$ cat src/rtl/segway_pkg.sv
`default_nettype none
// ============================================================================
// Package     : segway_pkg
// Description : Shared types and constants for the rider-presence / steering
//               enable controller: FSM state encoding, default weight
//               thresholds and qualification timer widths.
// Revision    : 1.0 - initial release
// ============================================================================
package segway_pkg;

    // Controller states; 2-bit encoding
    typedef enum logic [1:0] {
        IDLE  = 2'd0,   // no rider on the platform
        WAIT  = 2'd1,   // rider present, qualifying even stance
        STEER = 2'd2    // steering enabled
    } steer_state_t;

    // Default weight thresholds (sum of both load cells)
    localparam logic [11:0] MIN_RIDER_WT_DEF  = 12'h200;
    localparam logic [11:0] WT_HYSTERESIS_DEF = 12'h040;

    // Qualification timer widths: ~1.34 s at 50 MHz, or a short sim value
    localparam int TMR_W_SLOW = 26;
    localparam int TMR_W_FAST = 15;

endpackage
`default_nettype wire

$ cat src/rtl/steer_tmr.sv
`default_nettype none
// ============================================================================
// Module      : steer_tmr
// Description : Saturating up-counter used as the stance-qualification timer.
//               Counts every clock, sticks at all ones, and is returned to
//               zero by clr (clr has priority over counting).
// Ports       : clk  - system clock
//               rst  - asynchronous active-high reset
//               clr  - synchronous clear
//               full - counter is at all ones
// Revision    : 1.0 - initial release
// ============================================================================
module steer_tmr #(
    parameter int WIDTH = 26
) (
    input  logic clk,
    input  logic rst,
    input  logic clr,
    output logic full
);

    localparam logic [WIDTH-1:0] ONE = {{(WIDTH-1){1'b0}}, 1'b1};

    logic [WIDTH-1:0] cnt;

    assign full = &cnt;

    always_ff @(posedge clk or posedge rst) begin
        if (rst) begin
            cnt <= '0;
        end else if (clr) begin
            cnt <= '0;
        end else if (!full) begin
            cnt <= cnt + ONE;
        end
    end

endmodule
`default_nettype wire

$ cat src/rtl/steer_en_fsm.sv
`default_nettype none
// ============================================================================
// Module      : steer_en_fsm
// Description : Rider-presence and steering-enable controller. Captures each
//               left/right load-cell conversion pair and decides whether a
//               rider is present and whether they have stood evenly long
//               enough for steering to be enabled.
// Ports       : clk       - system clock (50 MHz)
//               rst       - asynchronous active-high reset
//               ld_vld    - one-cycle strobe, lft_ld/rght_ld are fresh
//               lft_ld    - left load-cell reading, unsigned 12 bit
//               rght_ld   - right load-cell reading, unsigned 12 bit
//               en_steer  - steering enabled (registered)
//               rider_off - no rider present (registered)
//               tmr_full  - qualification timer at terminal count
// Revision    : 1.0 - initial release
// ============================================================================
module steer_en_fsm
    import segway_pkg::*;
#(
    parameter int          FAST_SIM      = 0,
    parameter logic [11:0] MIN_RIDER_WT  = MIN_RIDER_WT_DEF,
    parameter logic [11:0] WT_HYSTERESIS = WT_HYSTERESIS_DEF
) (
    input  logic        clk,
    input  logic        rst,
    input  logic        ld_vld,
    input  logic [11:0] lft_ld,
    input  logic [11:0] rght_ld,
    output logic        en_steer,
    output logic        rider_off,
    output logic        tmr_full
);

    localparam int TMR_W = (FAST_SIM != 0) ? TMR_W_FAST : TMR_W_SLOW;

    // Lower threshold of the hysteresis band, widened to the sum width
    localparam logic [12:0] WT_HI = {1'b0, MIN_RIDER_WT};
    localparam logic [12:0] WT_LO = {1'b0, MIN_RIDER_WT} - {1'b0, WT_HYSTERESIS};

    steer_state_t state;

    logic [11:0] lft_q;
    logic [11:0] rght_q;
    logic [12:0] sum;
    logic [11:0] diff;
    logic        sum_gt_min;
    logic        sum_lt_min;
    logic        diff_gt_1_4;
    logic        diff_gt_15_16;
    logic        clr_tmr;

    // ------------------------------------------------------------------
    // Load capture: all decisions are made from the captured pair
    // ------------------------------------------------------------------
    always_ff @(posedge clk or posedge rst) begin
        if (rst) begin
            lft_q  <= '0;
            rght_q <= '0;
        end else if (ld_vld) begin
            lft_q  <= lft_ld;
            rght_q <= rght_ld;
        end
    end

    // ------------------------------------------------------------------
    // Weight and balance comparisons
    // ------------------------------------------------------------------
    assign sum  = {1'b0, lft_q} + {1'b0, rght_q};
    assign diff = (lft_q >= rght_q) ? (lft_q - rght_q) : (rght_q - lft_q);

    assign sum_gt_min    = (sum > WT_HI);
    assign sum_lt_min    = (sum < WT_LO);
    // Imbalance while qualifying: difference above a quarter of the total
    assign diff_gt_1_4   = ({1'b0, diff} > (sum >> 2));
    // Imbalance while steering: nearly all weight on one foot
    assign diff_gt_15_16 = ({1'b0, diff} > (sum - (sum >> 4)));

    // ------------------------------------------------------------------
    // Timer clear: restarts qualification on mount and on any imbalance.
    // Weight loss takes precedence, so no clear when leaving for IDLE.
    // ------------------------------------------------------------------
    always_comb begin
        clr_tmr = 1'b0;
        case (state)
            IDLE:    clr_tmr = sum_gt_min;
            WAIT:    clr_tmr = !sum_lt_min && diff_gt_1_4;
            STEER:   clr_tmr = !sum_lt_min && diff_gt_15_16;
            default: clr_tmr = 1'b0;
        endcase
    end

    steer_tmr #(
        .WIDTH (TMR_W)
    ) u_tmr (
        .clk  (clk),
        .rst  (rst),
        .clr  (clr_tmr),
        .full (tmr_full)
    );

    // ------------------------------------------------------------------
    // Controller FSM with registered outputs
    // ------------------------------------------------------------------
    always_ff @(posedge clk or posedge rst) begin
        if (rst) begin
            state     <= IDLE;
            en_steer  <= 1'b0;
            rider_off <= 1'b1;
        end else begin
            case (state)
                IDLE: begin
                    if (sum_gt_min) begin
                        state     <= WAIT;
                        rider_off <= 1'b0;
                    end
                end
                WAIT: begin
                    if (sum_lt_min) begin
                        state     <= IDLE;
                        rider_off <= 1'b1;
                    end else if (!diff_gt_1_4 && tmr_full) begin
                        state     <= STEER;
                        en_steer  <= 1'b1;
                    end
                end
                STEER: begin
                    if (sum_lt_min) begin
                        state     <= IDLE;
                        en_steer  <= 1'b0;
                        rider_off <= 1'b1;
                    end else if (diff_gt_15_16) begin
                        state     <= WAIT;
                        en_steer  <= 1'b0;
                    end
                end
                default: begin
                    state     <= IDLE;
                    en_steer  <= 1'b0;
                    rider_off <= 1'b1;
                end
            endcase
        end
    end

endmodule
`default_nettype wire

$ cat config.mk
export PLATFORM = sky130hd
export DESIGN_NAME = steer_en_fsm
export DESIGN_NICKNAME = d
export VERILOG_FILES = /design/src/rtl/segway_pkg.sv /design/src/rtl/steer_tmr.sv /design/src/rtl/steer_en_fsm.sv
export SDC_FILE = /design/constraint.sdc
export NUM_CORES = 1
export LEC_CHECK = 0
export BUFFER_PORTS_ARGS = -buffer_cell sky130_fd_sc_hd__buf_2
export CAP_MARGIN = 30
export CORE_MARGIN = 5
export CORE_UTILIZATION = 50
export DETAILED_ROUTE_END_ITERATION = 8
export MAX_ROUTING_LAYER = met4
export PLACE_DENSITY = 0.67
export SLEW_MARGIN = 20
export SYNTH_ARGS = -nofsm -noshare
export SYNTH_HDL_FRONTEND = slang
export SYNTH_SLANG_ARGS = --single-unit
$ cat constraint.sdc
create_clock -name clk -period 7.1 [get_ports clk]
set_clock_uncertainty 0.05 [all_clocks]
set_input_delay 0.355 -clock clk [delete_from_list [all_inputs] [get_ports clk]]
set_output_delay 0.355 -clock clk [all_outputs]
set_load 0.005 [all_outputs]
==> impl_metrics.ini, run 1 <==
[logic_synthesis]
synth_warnings = 0
synth_top_area_cell = dfrtp_1
synth_fp_nets = 752
synthSimpleGateAreaFrac_pct = 19.9
synthFlopType = dfrtp_1
yosysSeqAreaShare_pct = 24.4
synth_top_family_by_area = compound AO/OA/AOI/OAI gates
synthArstFlopShare_pct = 100
synth_xor_area_share_pct = 8.96
synth_top_cells_by_area = dfrtp_1, ha_1, xnor2_1, inv_1, nand2_1
synth_edf_count = 0
syn_area_per_cell_um2 = 8.49
synth_area_um2 = 5530
synth_top_area_share_pct = 24.0
muxShareOfSynthArea_pct = 1.49
yosys_register_bits = 54
yosys.cell_types.count = 85
synth_fa_ha_area_share_pct = 17.2
synth_compound_area_share_pct = 21.7
syn-instance-count = 652

[grt]
grt_use_total_pct = 20.5
grt_antenna_before_repair = 0
grt_max_degree = 48
overflow = 0
grt_pass1_wl_um = 21700
grt_pass1_vias = 4640

[detailed_routing]
num_vias = 4693
postRouteAntennaNets = 0
routedWlPerCell_um = 15.5
drtIter0Drc = 291
post_drt_via_cell_ratio = 5.79
drt-total-wl_um = 12600
drc = 0
firstDrtPassIters = 4

[final_layout]
final_area_um2 = 5850
fin_cells = 811
areaGrowthSynthToFinish_pct = 5.79
final_common_cell = ha_1
insertedDiodeCount = 0
layout-drive-gt1-share_pct = 10.9
nets = 770
layout_common_cells = ha_1, inv_1, nand2_1, nor2_1, dfrtp_1

[timing]
hold_viol_final = 0
drv_slew = 0
rsz0062_at_grt = false
fin_crit_sh_pct = 86.3
relSlewSlack_pct = 50.5
fmax_ghz = 0.163
worstMarginPinSlew_ns = 0.737
post-route-min-period_ns = 6.12
setup_viol = 0
fin_setup_tns_ns = 0
fin_hold_ws_ns = 0.0237

[clock_network]
clkSinkCount = 54
post-cts-setup-buffer-count = 0
cts_root_buf = clkbuf_8
tritoncts = done
ctsHoldBuffers = 0
cts_buffer_depth = 2
cts.reportedPaths.clkPinSlew_ns = 0.11
cts_buffers = 5
worstSkewPairLatency_ns = 0.32
post_cts_resize_count = 0
h-tree-depth = 2

[floorplanning]
core_um2 = 10800
io_pins = 30
row_count = 38
die_y_um = 115
initial_core_util_pct = 51.0
die_area_um2 = 13300
die_w_um = 115

[worst_setup_path]
critical_path_class = flop to flop
cp_max_fo = 26
r2r-start = lft_q[1]$_DFFE_PP0P_
r2r_end = u_tmr.cnt[24]$_DFFE_PP0P_
r2r_slack_ns = 0.98
critical_path_arrival_ns = 6.32
reg2reg_depth = 25
cp_num_buf_inv = 4
cp-end-kind = flop
crit_family = simple AND/OR/NAND/NOR gates
slowest_stage = fa_1
critPathLaunchType = flop
cp.required_ns = 7.30
slowest_delay_ns = 0.47

[power_and_ir_drop]
internal-power_w = 0.000889
powerDensity_nw_per_um2 = 291
p_total_w = 0.00170
power.leakage_nw = 2.73
clockPowerShare_pct = 10.5
power.switching_w = 0.000812
pwr-share-comb_pct = 68.7
sw_frac_of_total_pct = 47.7
power.share.sequential_pct = 20.7
vdd_ir_drop_max_uv = 155

[place]
port_buffers = 29
dpl_cell_area_um2 = 5770
dp_cells = 803
place_hpwl_um = 10100
gp_congestion = 0.922

[run]
cap_violations = 0

[run_status]
outcome = completed

[worst_hold_path]
worstHoldPathType = primary input to asynchronous set/reset pin
==> worst register-to-register path, stage by stage (launching register included) <==
cell	delay (ns)
dfrtp_1	0.45
inv_1	0.16
fa_1	0.47
o21ba_2	0.23
nor2_1	0.10
nor2_1	0.06
xnor2_1	0.41
inv_1	0.13
ha_1	0.27
fa_1	0.42
or3b_2	0.47
o211ai_1	0.28
a31oi_1	0.17
nor3_1	0.21
nor2_1	0.08
o21ai_0	0.20
xnor2_1	0.10
ha_1	0.31
nand3_1	0.09
or2_2	0.31
o31ai_1	0.24
inv_1	0.11
a31oi_2	0.19
o41ai_4	0.11
buf_4	0.23
nor3_1	0.20
==> routing by layer <==
metal  up-vias  GRT usage [%]  share of wire [%]
met5         -              -                  0
met4         0           5.71                1.5
met3        16           2.32                3.7
met2        95           31.0                 44
met1      2226           29.0                 51
li1       2356              -                  -
==> worst max path at each step <==
stage                                           end                 start  cells after the start
after floorplan           u_tmr.cnt[11]$_DFFE_PP0P_  lft_q[1]$_DFFE_PP0P_                     25
after global placement    u_tmr.cnt[24]$_DFFE_PP0P_  lft_q[1]$_DFFE_PP0P_                     25
after detailed placement  u_tmr.cnt[24]$_DFFE_PP0P_  lft_q[1]$_DFFE_PP0P_                     25
after CTS                 u_tmr.cnt[24]$_DFFE_PP0P_  lft_q[1]$_DFFE_PP0P_                     25
after global routing      u_tmr.cnt[24]$_DFFE_PP0P_  lft_q[1]$_DFFE_PP0P_                     25
final                     u_tmr.cnt[24]$_DFFE_PP0P_  lft_q[1]$_DFFE_PP0P_                     25
==> synth_stat cells (all sizes together) (3+ instances only) <==
library cell  count
nand2b            4
or3               5
a211oi           12
nor3             19
o31ai            11
nand3            16
and2              3
nor3b             3
clkbuf           10
inv              58
nor4              4
a311o             3
and3              9
ha               69
nor2             55
o21ai            40
o21ba             4
fa                4
or2               8
o211ai            5
or4               4
nand2            55
mux2i             6
xnor2            34
nor2b             4
dfrtp            53
a31oi             6
a21o             20
a21oi            37
nand4            10
and4              5
xor2             20
buf              11
a221oi            3
o31a              4
a2111oi           3
==> final cells by class <==
type	instances	area (um^2)
clock buffers	6	72.6
clock inverters	2	13.8
fillers	1020	4990
inverters	60	225
multi-input cells	517	3830
flip-flops and latches	54	1350
well taps	140	175
repair buffers	32	180
==> registers in the layout (all words and copies together), names as in the netlist <==
signal	cells
en_steer	1
lft_q	12
rght_q	12
rider_off	1
state	2
u_tmr.cnt	26
==> metrics by stage <==
step                      util, %  worst slack, ns
after CTS                    54.0            0.991
after floorplan                 -             1.65
after global placement       53.0             1.19
after global routing         54.0            0.573
final                        54.0            0.976
after detailed placement     53.2            0.980
==> power by group through the flow <==
stage | sequential [W] | clock, W | combinational (W)
6_report | 0.000353 | 0.000179 | 0.00117
5_1_grt | 0.000357 | 0.000196 | 0.00132
4_1_cts | 0.000353 | 0.000186 | 0.00116
3_5_place_dp | 0.000359 | 0 | 0.00116
3_3_place_gp | 0.000357 | 0 | 0.00114
2_1_floorplan | 0.000355 | 0 | 0.000930
==> kinds of logic (layout without fill, tap and decap cells) <==
family,Yosys count,count (layout)
AO/OA/AOI/OAI,166,166
multiplexers,8,8
AND/OR/NAND/NOR,214,214
buffers and inverters,81,100
adder cells (fa/ha/maj),74,74
flip-flops,54,54
XOR/XNOR,55,55
Power figures use the tool's default switching activity.
==> inputs of run 2 (changes only) <==
==> constraint.sdc (replaced) <==
create_clock -name clk -period 6.3 [get_ports clk]
set_clock_uncertainty 0.05 [all_clocks]
set_input_delay 0.315 -clock clk [delete_from_list [all_inputs] [get_ports clk]]
set_output_delay 0.315 -clock clk [all_outputs]
set_load 0.005 [all_outputs]
==> run 2 against run 1 <==
Effect of this change:
- core utilization up 1.1 points
- largest power group unchanged
- via count up 0.32%
- total power up 18%
- non-clock buffer count up 6
- sequential cell count unchanged
- die area unchanged
- hold slack better by 0.11 ns
- largest cell class unchanged
- fmax up 4.9%
- clock power up 44%
- worst setup slack worse by 0.51 ns
- combinational power up 15%
- critical path type unchanged
==> impl_metrics.ini, run 2 (synthesis gave the netlist of run 1 again) <==
[run_status]
outcome = completed

[power_and_ir_drop]
p_total_w = 0.00200
powerDensity_nw_per_um2 = 336
vdd_ir_drop_max_uv = 150
power.leakage_nw = 2.79

[final_layout]
areaGrowthSynthToFinish_pct = 7.92
final_common_cell = ha_1
top_register = u_tmr.cnt
reg_top3 = u_tmr.cnt: 26 flops, lft_q: 12 flops, rght_q: 12 flops
multi_input_area_um2 = 3840
layout-drive-gt1-share_pct = 12.0
layout_common_cells = ha_1, inv_1, nand2_1, nor2_1, dfrtp_1
fill_cells = 1007
largest_register_ffs = 26
regArea_um2 = 1350
nets = 776
insertedDiodeCount = 0

[place]
gp_congestion = 0.953
port_buffers = 29
place_hpwl_um = 10500

[worst_setup_path]
cp_num_buf_inv = 4
crit_family = simple AND/OR/NAND/NOR gates
cp_max_fo = 13
slowest_delay_ns = 0.49
critical_path_class = flop to flop
startpoint = lft_q[1]$_DFFE_PP0P_
cp.required_ns = 6.50
r2r-start = lft_q[1]$_DFFE_PP0P_
critical_path_arrival_ns = 6.04
slowest_stage = fa_1
cp-end-kind = flop
critPathLaunchType = flop

[detailed_routing]
drtIter0Drc = 274
num_vias = 4708
drt-total-wl_um = 12900
post_drt_via_cell_ratio = 5.76
postRouteAntennaNets = 0
routedWlPerCell_um = 15.7
drc = 0
firstDrtPassIters = 4

[floorplanning]
die_w_um = 115
die_y_um = 115
initial_core_util_pct = 51.0
core_um2 = 10800
io_pins = 30
row_count = 38
die_area_um2 = 13300

[grt]
grt_pass1_wl_um = 21800
grt_use_total_pct = 20.6
grt_pass1_vias = 4638
grt_antenna_before_repair = 0
grt_max_degree = 48
overflow = 0

[clock_network]
tritoncts = done
worstSkewPairLatency_ns = 0.32
cts_buffers = 5
cts.reportedPaths.clkPinSlew_ns = 0.11
h-tree-depth = 2
cts_buffer_depth = 2
cts_root_buf = clkbuf_8
clkSinkCount = 54

[timing]
fin_crit_sh_pct = 92.7
drv_slew = 0
setup_viol = 0
rsz0062_at_grt = false
fin_setup_tns_ns = 0
relSlewSlack_pct = 45.4
worstMarginPinSlew_ns = 0.813
post-route-min-period_ns = 5.84
hold_viol_final = 0
fmax_ghz = 0.171

[worst_hold_path]
min_from = lft_ld[0]
worstHoldPathType = primary input to flop

[run]
cap_violations = 0
run 2: cell types whose count changed in the layout (fill, tap and decap cells not counted):
cell,change
clkbuf_8,+1
ha_2,+1
clkinv_2,-1
buf_16,+2
buf_12,-1
nor3b_1,-1
dlygate4sd3_1,+1
ha_1,-1
buf_4,+4
bufinv_16,+1
clkbuf_1,-1
nor3b_2,+1
run 2: metrics by stage:
stage	utilization (%)	std cells	area, um^2	setup WS, ns	hold slack [ns]
floorplan	-	652	5530	0.850	0.382
global placement	53.2	805	5770	0.600	0.428
detailed placement	53.7	807	5820	0.391	0.309
CTS	54.9	816	5960	0.361	0.141
global route	55.1	817	5970	0.0460	0.149
finish	55.1	817	5970	0.461	0.136
run 2: path summary, 6_finish.rpt:
check                                       endpoint  slack, ns  cells after the start
min in group asynchronous  u_tmr.cnt[16]$_DFFE_PP0P_       0.49                      3
min                             lft_q[0]$_DFFE_PP0P_       0.14                      3
max in group asynchronous      rider_off$_DFFE_PP1P_       5.01                      5
max reg2reg                u_tmr.cnt[24]$_DFFE_PP0P_       0.46                     25
max                        u_tmr.cnt[24]$_DFFE_PP0P_       0.46                     25
min reg2reg                     en_steer$_DFFE_PP0P_       0.46                      2
run 2: routing by layer:
layer / vias to the layer above / global-route usage, % / wire length, um
met5: - / - / 0
met4: 0 / 4.77 / 207
met3: 18 / 2.42 / 480
met2: 99 / 32.4 / 5800
met1: 2231 / 28.5 / 6370
li1: 2360 / - / -
run 2: worst min-delay path: stages:
cell and delay, ns:
buf_2 0.07, nand2_1 0.04, o21ai_0 0.05
run 2: area by class of cell:
type                            instances  share of cell area [%]
Clock buffer                            6                    1.38
Sequential cell                        54                    22.7
Timing Repair Buffer                   38                    4.27
Multi-Input combinational cell        517                    64.3
Tap cell                              140                    2.93
Clock inverter                          2                   0.650
Inverter                               60                    3.77
run 2: where the power goes:
group / switching, W / total [W] / internal, W
registers: 0.0000230 / 0.000398 / 0.000375
logic: 0.000782 / 0.00135 / 0.000566
clock network: 0.000126 / 0.000257 / 0.000131
run 2: repair_timing:
item                                    in CTS  in global routing
resized for setup                            0                  2
endpoints found under the setup margin       0                 13
hold buffers                                 1                  0
setup buffers                                0                  1
endpoints found under the hold margin       18                  0
